### src/rtl/reg_write_port.sv
// Byte-serial register write port: an external master shifts an N-byte word in
// over an 8-bit bus using asynchronous frame (enable) and byte (phase) strobes.
module reg_write_port #(
  parameter int NUM_REGS  = 4,
  parameter int REG_BYTES = 2,
  parameter int ADDR_W    = 4
) (
  input  logic                       clk,
  input  logic                       rst_n,
  input  logic                       enable,
  input  logic                       phase,
  input  logic [ADDR_W-1:0]          address,
  input  logic [7:0]                 data,
  input  logic                       clear_err,
  output logic [NUM_REGS*8*REG_BYTES-1:0] registers_flat,
  output logic                       wr_pulse,
  output logic [ADDR_W-1:0]          wr_addr,
  output logic                       busy,
  output logic [3:0]                 err
);

  localparam int W     = 8 * REG_BYTES;
  localparam int CNT_W = $clog2(REG_BYTES + 1);
  localparam logic [CNT_W-1:0]  LAST_CNT   = CNT_W'(REG_BYTES);
  localparam logic [ADDR_W:0]   NUM_REGS_L = (ADDR_W + 1)'(NUM_REGS);

  localparam logic [1:0] S_IDLE  = 2'd0;
  localparam logic [1:0] S_LOAD  = 2'd1;
  localparam logic [1:0] S_DONE  = 2'd2;
  localparam logic [1:0] S_ERROR = 2'd3;

  logic en_meta, en_sync, en_prev;
  logic ph_meta, ph_sync, ph_prev;
  logic en_rise, en_fall, ph_tog;

  logic [1:0]       state, state_n;
  logic [CNT_W-1:0] cnt, cnt_n;
  logic [W-1:0]     temp, temp_next;
  logic             capture, commit, addr_ok;
  logic [3:0]       err_set;

  // Two-flop synchronisers plus one delay flop for edge detection.
  always_ff @(posedge clk or negedge rst_n) begin
    if (!rst_n) begin
      en_meta <= 1'b0;
      en_sync <= 1'b0;
      en_prev <= 1'b0;
      ph_meta <= 1'b0;
      ph_sync <= 1'b0;
      ph_prev <= 1'b0;
    end else begin
      en_meta <= enable;
      en_sync <= en_meta;
      en_prev <= en_sync;
      ph_meta <= phase;
      ph_sync <= ph_meta;
      ph_prev <= ph_sync;
    end
  end

  assign en_rise = en_sync & ~en_prev;
  assign en_fall = ~en_sync & en_prev;
  assign ph_tog  = ph_sync ^ ph_prev;
  assign addr_ok = ({1'b0, address} < NUM_REGS_L);
  assign busy    = (state != S_IDLE);

  // First byte ends up in the MSB once the frame is complete.
  generate
    if (REG_BYTES == 1) begin : g_single
      assign temp_next = data;
    end else begin : g_multi
      assign temp_next = {temp[W-9:0], data};
    end
  endgenerate

  // Enable fall is tested before phase toggle so it wins when both arrive together.
  always_comb begin
    state_n = state;
    cnt_n   = cnt;
    capture = 1'b0;
    commit  = 1'b0;
    err_set = 4'b0000;
    case (state)
      S_IDLE: begin
        if (en_rise) begin
          if (ph_sync) begin
            capture = 1'b1;
            cnt_n   = CNT_W'(1);
            state_n = (REG_BYTES == 1) ? S_DONE : S_LOAD;
          end else begin
            err_set[0] = 1'b1;
            state_n    = S_ERROR;
          end
        end
      end
      S_LOAD: begin
        if (en_fall) begin
          err_set[1] = 1'b1;
          state_n    = S_IDLE;
        end else if (ph_tog) begin
          capture = 1'b1;
          cnt_n   = cnt + 1'b1;
          if (cnt_n == LAST_CNT) state_n = S_DONE;
        end
      end
      S_DONE: begin
        if (en_fall) begin
          if (addr_ok) commit = 1'b1;
          else         err_set[3] = 1'b1;
          state_n = S_IDLE;
        end else if (ph_tog) begin
          err_set[2] = 1'b1;
          state_n    = S_ERROR;
        end
      end
      S_ERROR: begin
        if (en_fall) state_n = S_IDLE;
      end
      default: state_n = S_IDLE;
    endcase
  end

  // A new error in the same cycle as clear_err survives the clear.
  always_ff @(posedge clk or negedge rst_n) begin
    if (!rst_n) begin
      state          <= S_IDLE;
      cnt            <= '0;
      temp           <= '0;
      registers_flat <= '0;
      wr_pulse       <= 1'b0;
      wr_addr        <= '0;
      err            <= 4'b0000;
    end else begin
      state    <= state_n;
      cnt      <= cnt_n;
      wr_pulse <= commit;
      err      <= (clear_err ? 4'b0000 : err) | err_set;
      if (capture) temp <= temp_next;
      if (commit) wr_addr <= address;
      for (int i = 0; i < NUM_REGS; i++) begin
        if (commit && (address == ADDR_W'(i))) registers_flat[i*W +: W] <= temp;
      end
    end
  end

endmodule

### config.mk
export PLATFORM = sky130hd
export DESIGN_NAME = reg_write_port
export DESIGN_NICKNAME = d
export VERILOG_FILES = /design/src/rtl/reg_write_port.sv
export SDC_FILE = /design/constraint.sdc
export NUM_CORES = 1
export LEC_CHECK = 0
export ABC_CLOCK_PERIOD_IN_PS = 2000
export CORE_MARGIN = 4
export CORE_UTILIZATION = 45
export CTS_CLUSTER_SIZE = 24
export DETAILED_ROUTE_END_ITERATION = 16
export PLACE_DENSITY = 0.76
export SYNTH_ARGS = -nofsm -noshare
export SYNTH_HDL_FRONTEND = slang
export SYNTH_SLANG_ARGS = --single-unit
### constraint.sdc
create_clock -name clk -period 2 [get_ports clk]
set_clock_uncertainty 0.1 [all_clocks]
set_input_delay 0.4 -clock clk [delete_from_list [all_inputs] [get_ports clk]]
set_output_delay 0.4 -clock clk [all_outputs]
set_load 0.02 [all_outputs]
* Word level (Yosys, flattened, before mapping)
Index checks and enable logic that the tools add are counted.
Widths: inputs -> output; s select.
** Word-level totals
- Word-level logic and storage cells :: 80
- Output and inout port bits :: 74
- Input port bits :: 17
- Bits in registers :: 99
** Cells by class
- Add/subtract/negate cells :: 1
- Equal/unequal tests :: 15
- Reduce and logical (&&, ||, !) cells :: 10
- Bitwise gates (word level) :: 6
- Multiplexer cells :: 31
- Magnitude comparators :: 1
** Operators with widths (number)
- $mux 2 :: 13
- $mux 1 :: 14
- $ne 2x2->1 const B :: 5
- $reduce_and 5->1 :: 2
- $ne 3x3->1 const B :: 3
- $eq 4x2->1 const B :: 2
- $pmux 2 s4 :: 1
- $eq 2x2->1 const B :: 3
- $eq 4x1->1 const B :: 1
- $logic_and 1x1->1 :: 4
- $logic_not 4->1 :: 1
- $lt 4x3->1 const B :: 1
- $mux 4 :: 1
- $or 4x4->4 :: 1
- $pmux 2 s2 :: 1
- $reduce_bool 2->1 :: 2
- $add 2x1->2 const B :: 1
- $and 1x1->1 :: 2
- $eq 2x1->1 const B :: 1
- $logic_not 2->1 :: 1
- $not 1->1 :: 2
- $pmux 1 s2 :: 1
- $xor 1x1->1 :: 1

* Longest topological paths before layout
Gate-level depths: netlist of the first run.
- Depth after elaboration :: 6
- Mapped depth :: 7
- Depth with buffers taken out :: 5

* Worst setup path before layout of the first run
OpenSTA, ideal clock, no wires.
- Path type :: flip-flop to flip-flop
- Start point :: reg state[0]
- End point :: reg registers_flat[54]
- Setup slack :: -0.185 ns
- Cell stages (with the launch flop) :: 8
- Arrival time :: 1.960 ns
- Clock period less this slack :: 2.185 ns
- Setup time :: 0.125 ns
- Data required time :: 1.775 ns
- Cell sequence :: dfrtp_1 buf_6 nand2b_4 nor4_4 and3_1 buf_6 buf_12 mux2_4
** On the way
- Cells in the longest elaborated chain, start to end :: 3
** Ends and longest elaborated chain
- start, declared :: RTL line 36 : logic [1:0] state, state_n;
- start signal, assigned :: RTL line 134 : state <= state_n;
- $eq 2x2->1 :: RTL line 83 : case (state)
- $mux 1 :: RTL line 83
- via commit :: RTL line 39 : logic capture, commit, addr_ok;
- $logic_and 1x1->1 :: RTL line 141 : if (commit && (address == ADDR_W'(i))) registers_flat[i*W +: W] <= temp;
- end signal, assigned by index :: RTL line 141
- end, declared :: RTL line 15 : output logic [NUM_REGS*8*REG_BYTES-1:0] registers_flat,
The timed path passes the listed nets, and every way through them passes these cells.
A chain may end at the register's enable or synchronous reset.

* Worst setup path after layout of the first run
- Start point :: reg state[1]
- End point :: out busy
** On the way
- Cells in the longest elaborated chain, start to end :: 1
** Ends and longest elaborated chain
- $reduce_bool 2->1 :: RTL line 65 : assign busy = (state != S_IDLE);
- end, declared :: RTL line 18 : output logic busy,
Every way passes these cells.

==> reports/results.md, run 1 <==
| Item | Value | Unit |
|---|---|---|
| Status | completed | - |
| Fill cell total of the finished layout | 651 | - |
| Half-perimeter wire length of the detailed placement result | 5890 | um |
| Total power | 6.62 | mW |
| RSZ-0062 raised after global routing | false | - |
| Chip width | 102 | um |
| Primary FF master, synth | dfrtp_1 | - |
| Depth of the CTS H-tree | 3 | - |
| Leakage | 2.54 | nW |
| Fraction of the mapped netlist area in compound gates | 2.37 | % |
| Worst-case headroom to the max-slew limit | 77.1 | % |
| Skew-Pair Late Insertion Delay | 0.36 | ns |
| Mux cell area share after synthesis | 26.5 | % |
| Adder-cell share of the synthesized area | 0.317 | % |
| Final critical delay including setup and external delays | 1.93 | ns |
| Final Cycle Share | 96.6 | % |
| Leading area contributor after synthesis | dfrtp_1 | - |
| Endpoint of the worst register-to-register path | registers_flat[13] | - |
| Routability congestion estimate | 0.757 | - |
| Reg2reg path depth | 7 | - |
| Post-route DRC | 0 | - |
| Worst Max-Slew Pin Slew | 0.342 | ns |
| Sum of negative setup slack | 0 | ns |
| Number of setup violations in the final report | 0 | - |
| Total via count in the routed design | 2285 | - |
| CP cell instances | or2_2 -> dlygate4sd2_1 | - |
| Overflow left after global routing | 0 | - |
| Synthesized-area fraction occupied by and/or/nand/nor cells | 5.25 | % |
| Cell count after synthesis | 235 | - |
| Register area | 0.00248 | mm^2 |
| Area taken by multi-input logic gates | 0.00137 | mm^2 |
| Post-detailed-route count of antenna-violating nets | 0 | - |
| Netlist area before placement | 0.00395 | mm^2 |
| Overall routing resource usage | 17.0 | % |
| P&R area growth vs syn | 34.5 | % |
| Clock input transition at the sequential cells of the worst setup and hold paths | 0.09 | ns |
| Max_cap viols | 0 | - |
| Number of inserted diodes | 0 | - |
| Die Outline Area | 0.0103 | mm^2 |
| Final Hold Vio Count | 0 | - |
| Area share of the largest cell type after synthesis | 62.7 | % |
| DR pass1 iterations | 4 | - |
| Power Dens Cells | 1240 | mW/mm^2 |
| TritonCTS Sinks | 99 | - |
| Worst min-delay path category | register to register | - |
| Largest family of logic cells by synthesized area | multiplexers | - |
| Reg2Reg Launch Point | state[1] | - |
| Share of synthesized area occupied by flip-flops and latches | 62.7 | % |
| Buffer levels on the longest clock path | 2 | - |
| CTS tree | done | - |
| Port bufs | 90 | - |
| I/O pin count | 91 | - |
| Root Driver | clkbuf_8 | - |
| Area post-placement | 0.00511 | mm^2 |
| Flip-flop and latch count after synthesis | 99 | - |
| Synthesis Warnings | 0 | - |
| Critical Path Fanout Max | 4 | - |
| Net Count, Synth | 253 | - |
| Most common cell in the netlist | dfrtp_1 | - |
| Slack of the worst reg-to-reg path | 0.14 | ns |
| Proportion of layout cells with a drive suffix above 1 | 37.1 | % |
| DRC marker count from the first detailed-route iteration | 52 | - |
| Most numerous cell types in the synthesized netlist | dfrtp_1, mux2_2, mux2_4 | - |
| Maximum operating frequency | 517 | MHz |
| Netlist cell types | 34 | - |
| CP startpoint kind | register | - |
| Highest ir drop seen on vdd | 0.678 | mV |
| Type of destination of the critical path | output port | - |
| End point of the critical path | busy | - |
| Starting Density | 47.2 | % |
| Count of flip-flops with a built-in enable after synthesis | 0 | - |
| Number of nets in the layout | 366 | - |
| Number of antenna violations at the first check in global routing | 0 | - |
| Final design instance area without fill | 0.00532 | mm^2 |
| Average detailed-routed wire length per instance | 17.8 | um |
| Final standard cell utilization of the core | 63.4 | % |
| TritonCTS buffer count | 9 | - |
| Number of global-route vias before repair | 2486 | - |
| Pin count of the biggest net entering global routing | 47 | - |
| Crit Path Category | register to output port | - |
| Area of the core region | 0.00838 | mm^2 |
| Via count normalized by instance count | 4.99 | - |
| Startpoint of the worst hold path | en_meta | - |
| Peak per-stage delay on the critical path | 0.43 | ns |
| Die H | 102 | um |
| Required arrival time at the worst endpoint | 1.50 | ns |
| Xor and xnor area share after synthesis | 0.222 | % |
| Largest cells by area after synthesis | dfrtp_1, mux2_2, mux2_4 | - |
| Crit-path slowest cell | dfrtp_2 | - |
| Number of cell rows | 33 | - |
| Critical path launch point | state[1] | - |
| Total length of routed wires | 8170 | um |
| Count of pins over their slew limit | 0 | - |
| Synth Area per Inst | 16.8 | um^2 |
| Async set or reset register ratio after synthesis | 100 | % |
| Critical Path AT | 1.43 | ns |
| Wire length of the first global-routing pass | 13200 | um |
[per-stage QoR]
step	hold slack (ns)	setup WS, ns	std cells
after floorplan	0.00441	-0.179	235
after global placement	0.181	-0.183	439
after detailed placement	0.183	-0.228	439
after CTS	0.260	0.00522	456
after global routing	0.280	0.00892	458
final	0.258	0.0675	458
[cell usage in the layout, fill, tap and decap left out, types with 2 or more instances in the layout]
| cell | netlist | layout |
|---|---|---|
| a21oi_1 | 2 | 2 |
| buf_12 | 1 | 7 |
| o22ai_1 | 4 | 4 |
| mux2_4 | 30 | 30 |
| mux2_2 | 53 | 53 |
| clkdlybuf4s50_1 | 0 | 88 |
| clkbuf_8 | 0 | 10 |
| and2b_2 | 2 | 2 |
| clkinvlp_4 | 0 | 2 |
| nand2_1 | 5 | 5 |
| inv_1 | 5 | 5 |
| nor2b_1 | 2 | 2 |
| nor2_1 | 3 | 3 |
| buf_4 | 0 | 13 |
| nand3b_4 | 2 | 2 |
| dfrtp_1 | 99 | 98 |
[final cells by class]
type | count | share of cell area (%)
inverters | 5 | 0.353
well taps | 105 | 2.47
clock buffers | 11 | 2.66
clock inverters | 5 | 0.706
multi-input cells | 123 | 25.8
repair buffers | 110 | 21.4
flip-flops and latches | 99 | 46.6
[where the power goes]
part / switching [mW] / internal (mW) / total, mW
clock: 0.665 / 0.491 / 1.16
combinational: 1.02 / 1.36 / 2.38
sequential: 0.507 / 2.57 / 3.08
[critical path, delay by kind of cell (launching register included)]
| kind | cells | cell delay, ns |
|---|---|---|
| simple gates | 1 | 0.32 |
| flops | 1 | 0.43 |
| buf+inv | 1 | 0.33 |
[cell families (layout without fill, tap and decap cells)]
kind of cell               after synthesis  after routing
DFF                                     99             99
muxes                                   83             83
and+or+nand+nor                         25             25
AOI/OAI and AO/OA                       13             13
buffers and inverters                   13            131
adders and majority gates                1              1
xor gates and xnor gates                 1              1
[sequential cells by signal, summed over array words and instances, names as in the netlist, 2 cells and up]
| register | cells |
|---|---|
| wr_addr | 4 |
| state | 2 |
| cnt | 2 |
| temp | 16 |
| registers_flat | 64 |
| err | 4 |
[worst min-delay path by stage]
| stage | endpoint | cells after the start |
|---|---|---|
| floorplan | cnt[0] | 0 |
| global placement | registers_flat[19] | 1 |
| detailed placement | registers_flat[19] | 1 |
| CTS | en_sync | 0 |
| global route | en_sync | 0 |
| finish | en_sync | 0 |
[routing by layer]
layer	track usage, %	wire, um
met1	22.3	3600
met2	27.4	4040
met3	5.37	404
met4	4.81	120
met5	0	0
[what timing repair did]
| action | in CTS | in global routing |
|---|---|---|
| setup endpoints to repair | 1 | 1 |
| setup buffers | 0 | 2 |
| hold endpoints to repair | 15 | 0 |
| resized for setup | 2 | 0 |
| pin swaps | 0 | 0 |
| hold buffers | 1 | 0 |
Note: power is estimated with default switching activity, not from simulation.
==> run 2, diff against run 1 <==
--- a/config.mk
+++ b/config.mk
@@ -11,6 +11,7 @@
 export CTS_CLUSTER_SIZE = 24
 export DETAILED_ROUTE_END_ITERATION = 16
 export PLACE_DENSITY = 0.76
+export SKIP_CTS_REPAIR_TIMING = 1
 export SYNTH_ARGS = -nofsm -noshare
 export SYNTH_HDL_FRONTEND = slang
 export SYNTH_SLANG_ARGS = --single-unit
==> reports/results.md, run 2 (synthesized netlist as in run 1, its figures left out) <==
| Item | Value | Unit | vs previous |
|---|---|---|---|
| Number of setup violations in the final report | 0 | - | unchanged |
| Worst min-delay path category | register to register | - |  |
| Number of cell rows | 33 | - | unchanged |
| Skew-Pair Late Insertion Delay | 0.36 | ns | about the same |
| Reg2reg path depth | 6 | - | -1 |
| Maximum operating frequency | 528 | MHz | +2.1% |
| Register with the most flip-flops | registers_flat | - |  |
| Hold_ws | 0.258 | ns | unchanged |
| Endpoint of the worst register-to-register path | registers_flat[13] | - |  |
| Worst-case headroom to the max-slew limit | 77.1 | % | about the same |
| Overall routing resource usage | 17.0 | % | -0.029 points |
| Total via count in the routed design | 2286 | - | +0.044% |
| Average detailed-routed wire length per instance | 17.8 | um | +0.11% |
| Overflow left after global routing | 0 | - | unchanged |
| Required arrival time at the worst endpoint | 1.50 | ns | about the same |
| Sum of negative setup slack | 0 | ns | unchanged |
| Most frequent standard cell in the layout excluding fill and tap cells | dfrtp_1 | - |  |
| Routability congestion estimate | 0.757 | - | unchanged |
| Highest ir drop seen on vdd | 0.681 | mV | +0.44% |
| Number of global-route vias before repair | 2485 | - | -0.040% |
| Wire length of the first global-routing pass | 13200 | um | -0.15% |
| CTS tree | done | - |  |
| TritonCTS buffer count | 9 | - | unchanged |
| Most crowded layer after global routing | met2 | - |  |
| Leakage | 2.53 | nW | -0.12% |
| Number of antenna violations at the first check in global routing | 0 | - | unchanged |
| Layout Cells excl Fill | 456 | - | -0.44% |
| Count of pins over their slew limit | 0 | - | unchanged |
| Die H | 102 | um | unchanged |
| GR Layer Usage met3 | 5.37 | % | unchanged |
| Fill cell total of the finished layout | 649 | - | -0.31% |
| DRC marker count from the first detailed-route iteration | 54 | - | +3.8% |
| Number of nets in the layout | 364 | - | -0.55% |
| Met2 usage | 27.3 | % | -0.10 points |
| Via count normalized by instance count | 5.01 | - | +0.48% |
| Final Cycle Share | 94.7 | % | -1.9 points |
| Worst-case hold path end point | en_sync | - |  |
| Critical Path Fanout Max | 7 | - | +3 |
| RSZ-0062 raised after global routing | false | - |  |
| DR pass1 iterations | 4 | - | unchanged |
| Total power | 6.59 | mW | -0.45% |
| Number of inserted diodes | 0 | - | unchanged |
| Top flop regs | registers_flat (64), temp (16) | - |  |
| Area of the core region | 0.00838 | mm^2 | unchanged |
| Type of destination of the critical path | output port | - |  |
| Clock input transition at the sequential cells of the worst setup and hold paths | 0.09 | ns | about the same |
| P&R area growth vs syn | 34.2 | % |  |
| Depth of the CTS H-tree | 3 | - | unchanged |
| Reg2Reg Launch Point | state[1] | - |  |
| Final Hold Vio Count | 0 | - | unchanged |
| TritonCTS Sinks | 99 | - | unchanged |
| Post-detailed-route count of antenna-violating nets | 0 | - | unchanged |
| Startpoint of the worst hold path | en_meta | - |  |
| Post-route DRC | 0 | - | unchanged |
| Slack of the worst reg-to-reg path | 0.14 | ns | about the same |
| Cell depth of the worst min-delay path | 0 | - | unchanged |
| Final critical delay including setup and external delays | 1.89 | ns | -0.0389 ns |
| Cell count after placement | 439 | - | unchanged |
| Max_cap viols | 0 | - | unchanged |
| Total length of routed wires | 8140 | um | -0.33% |
| Status | completed | - |  |
| Starting Density | 47.2 | % | unchanged |
| Commonest cells after routing, fill and taps aside | dfrtp_1, clkdlybuf4s50_1, mux2_2, mux2_4, buf_4 | - |  |
| Port bufs | 90 | - | unchanged |
| Power Dens Cells | 1240 | mW/mm^2 | -0.22% |
| Chip width | 102 | um | unchanged |
| CP startpoint kind | register | - |  |
| Buffer levels on the longest clock path | 2 | - | unchanged |
| Worst Max-Slew Pin Slew | 0.342 | ns | -0.0000715 ns |
| I/O pin count | 91 | - | unchanged |
| Pin count of the biggest net entering global routing | 47 | - | unchanged |
| Die Outline Area | 0.0103 | mm^2 | unchanged |
| Max reg flops | 64 | - | unchanged |
| Met1 demand-to-capacity share in global routing | 22.3 | % | unchanged |
| Root Driver | clkbuf_8 | - |  |
| Crit Path Category | register to output port | - |  |
| Proportion of layout cells with a drive suffix above 1 | 36.5 | % | -0.64 points |
| Half-perimeter wire length of the detailed placement result | 5890 | um | unchanged |
| Critical Path AT | 1.39 | ns | -0.04 ns |
==> run 2: metal layers <==
layer | part of all wire (%) | vias up | wire length (um)
met1 | 44 | 1157 | 3610
met3 | 5.0 | 12 | 404
met2 | 49 | 64 | 4000
met5 | 0 | - | 0
met4 | 1.5 | 0 | 120
li1 | - | 1053 | -
==> run 2: area by class of cell <==
type                       count  area [um^2]  area share (%)
tap                          105          131            2.48
multi-input combinational    123         1370            25.8
clock inverter                 5         37.5           0.708
clock buffer                  11          141            2.67
inverter                       5         18.8           0.354
sequential                    99         2480            46.7
timing repair buffer         108         1130            21.2
==> run 2: worst max path at each step <==
stage                    endpoint  cells past startpoint       start
5_1_grt         registers_flat[5]                      6    state[1]
4_1_cts                      busy                      2    state[1]
2_1_floorplan  registers_flat[54]                      7    state[0]
3_3_place_gp   registers_flat[50]                      5  address[3]
6_report                     busy                      2    state[1]
3_5_place_dp   registers_flat[13]                      6  address[3]
==> run 2: critical path, cell delays in order (launching register included) <==
cell	delay (ns)
dfrtp_1	0.48
or2_2	0.34
dlymetal6s2s_1	0.22
==> run 2: per-stage QoR <==
step	util (%)	instance area, um^2	setup slack [ns]
finish	63.3	5300	0.106
global route	63.3	5300	0.0271
CTS	63.1	5290	-0.237
detailed placement	61.0	5110	-0.228
global placement	61.0	5110	-0.183
floorplan	-	3950	-0.179
==> run 2: where the power goes <==
part / internal [mW] / leakage, nW / switching [mW]
combinational: 1.34 / 1.14 / 1.00
sequential: 2.57 / 1.30 / 0.519
clock: 0.491 / 0.0859 / 0.665
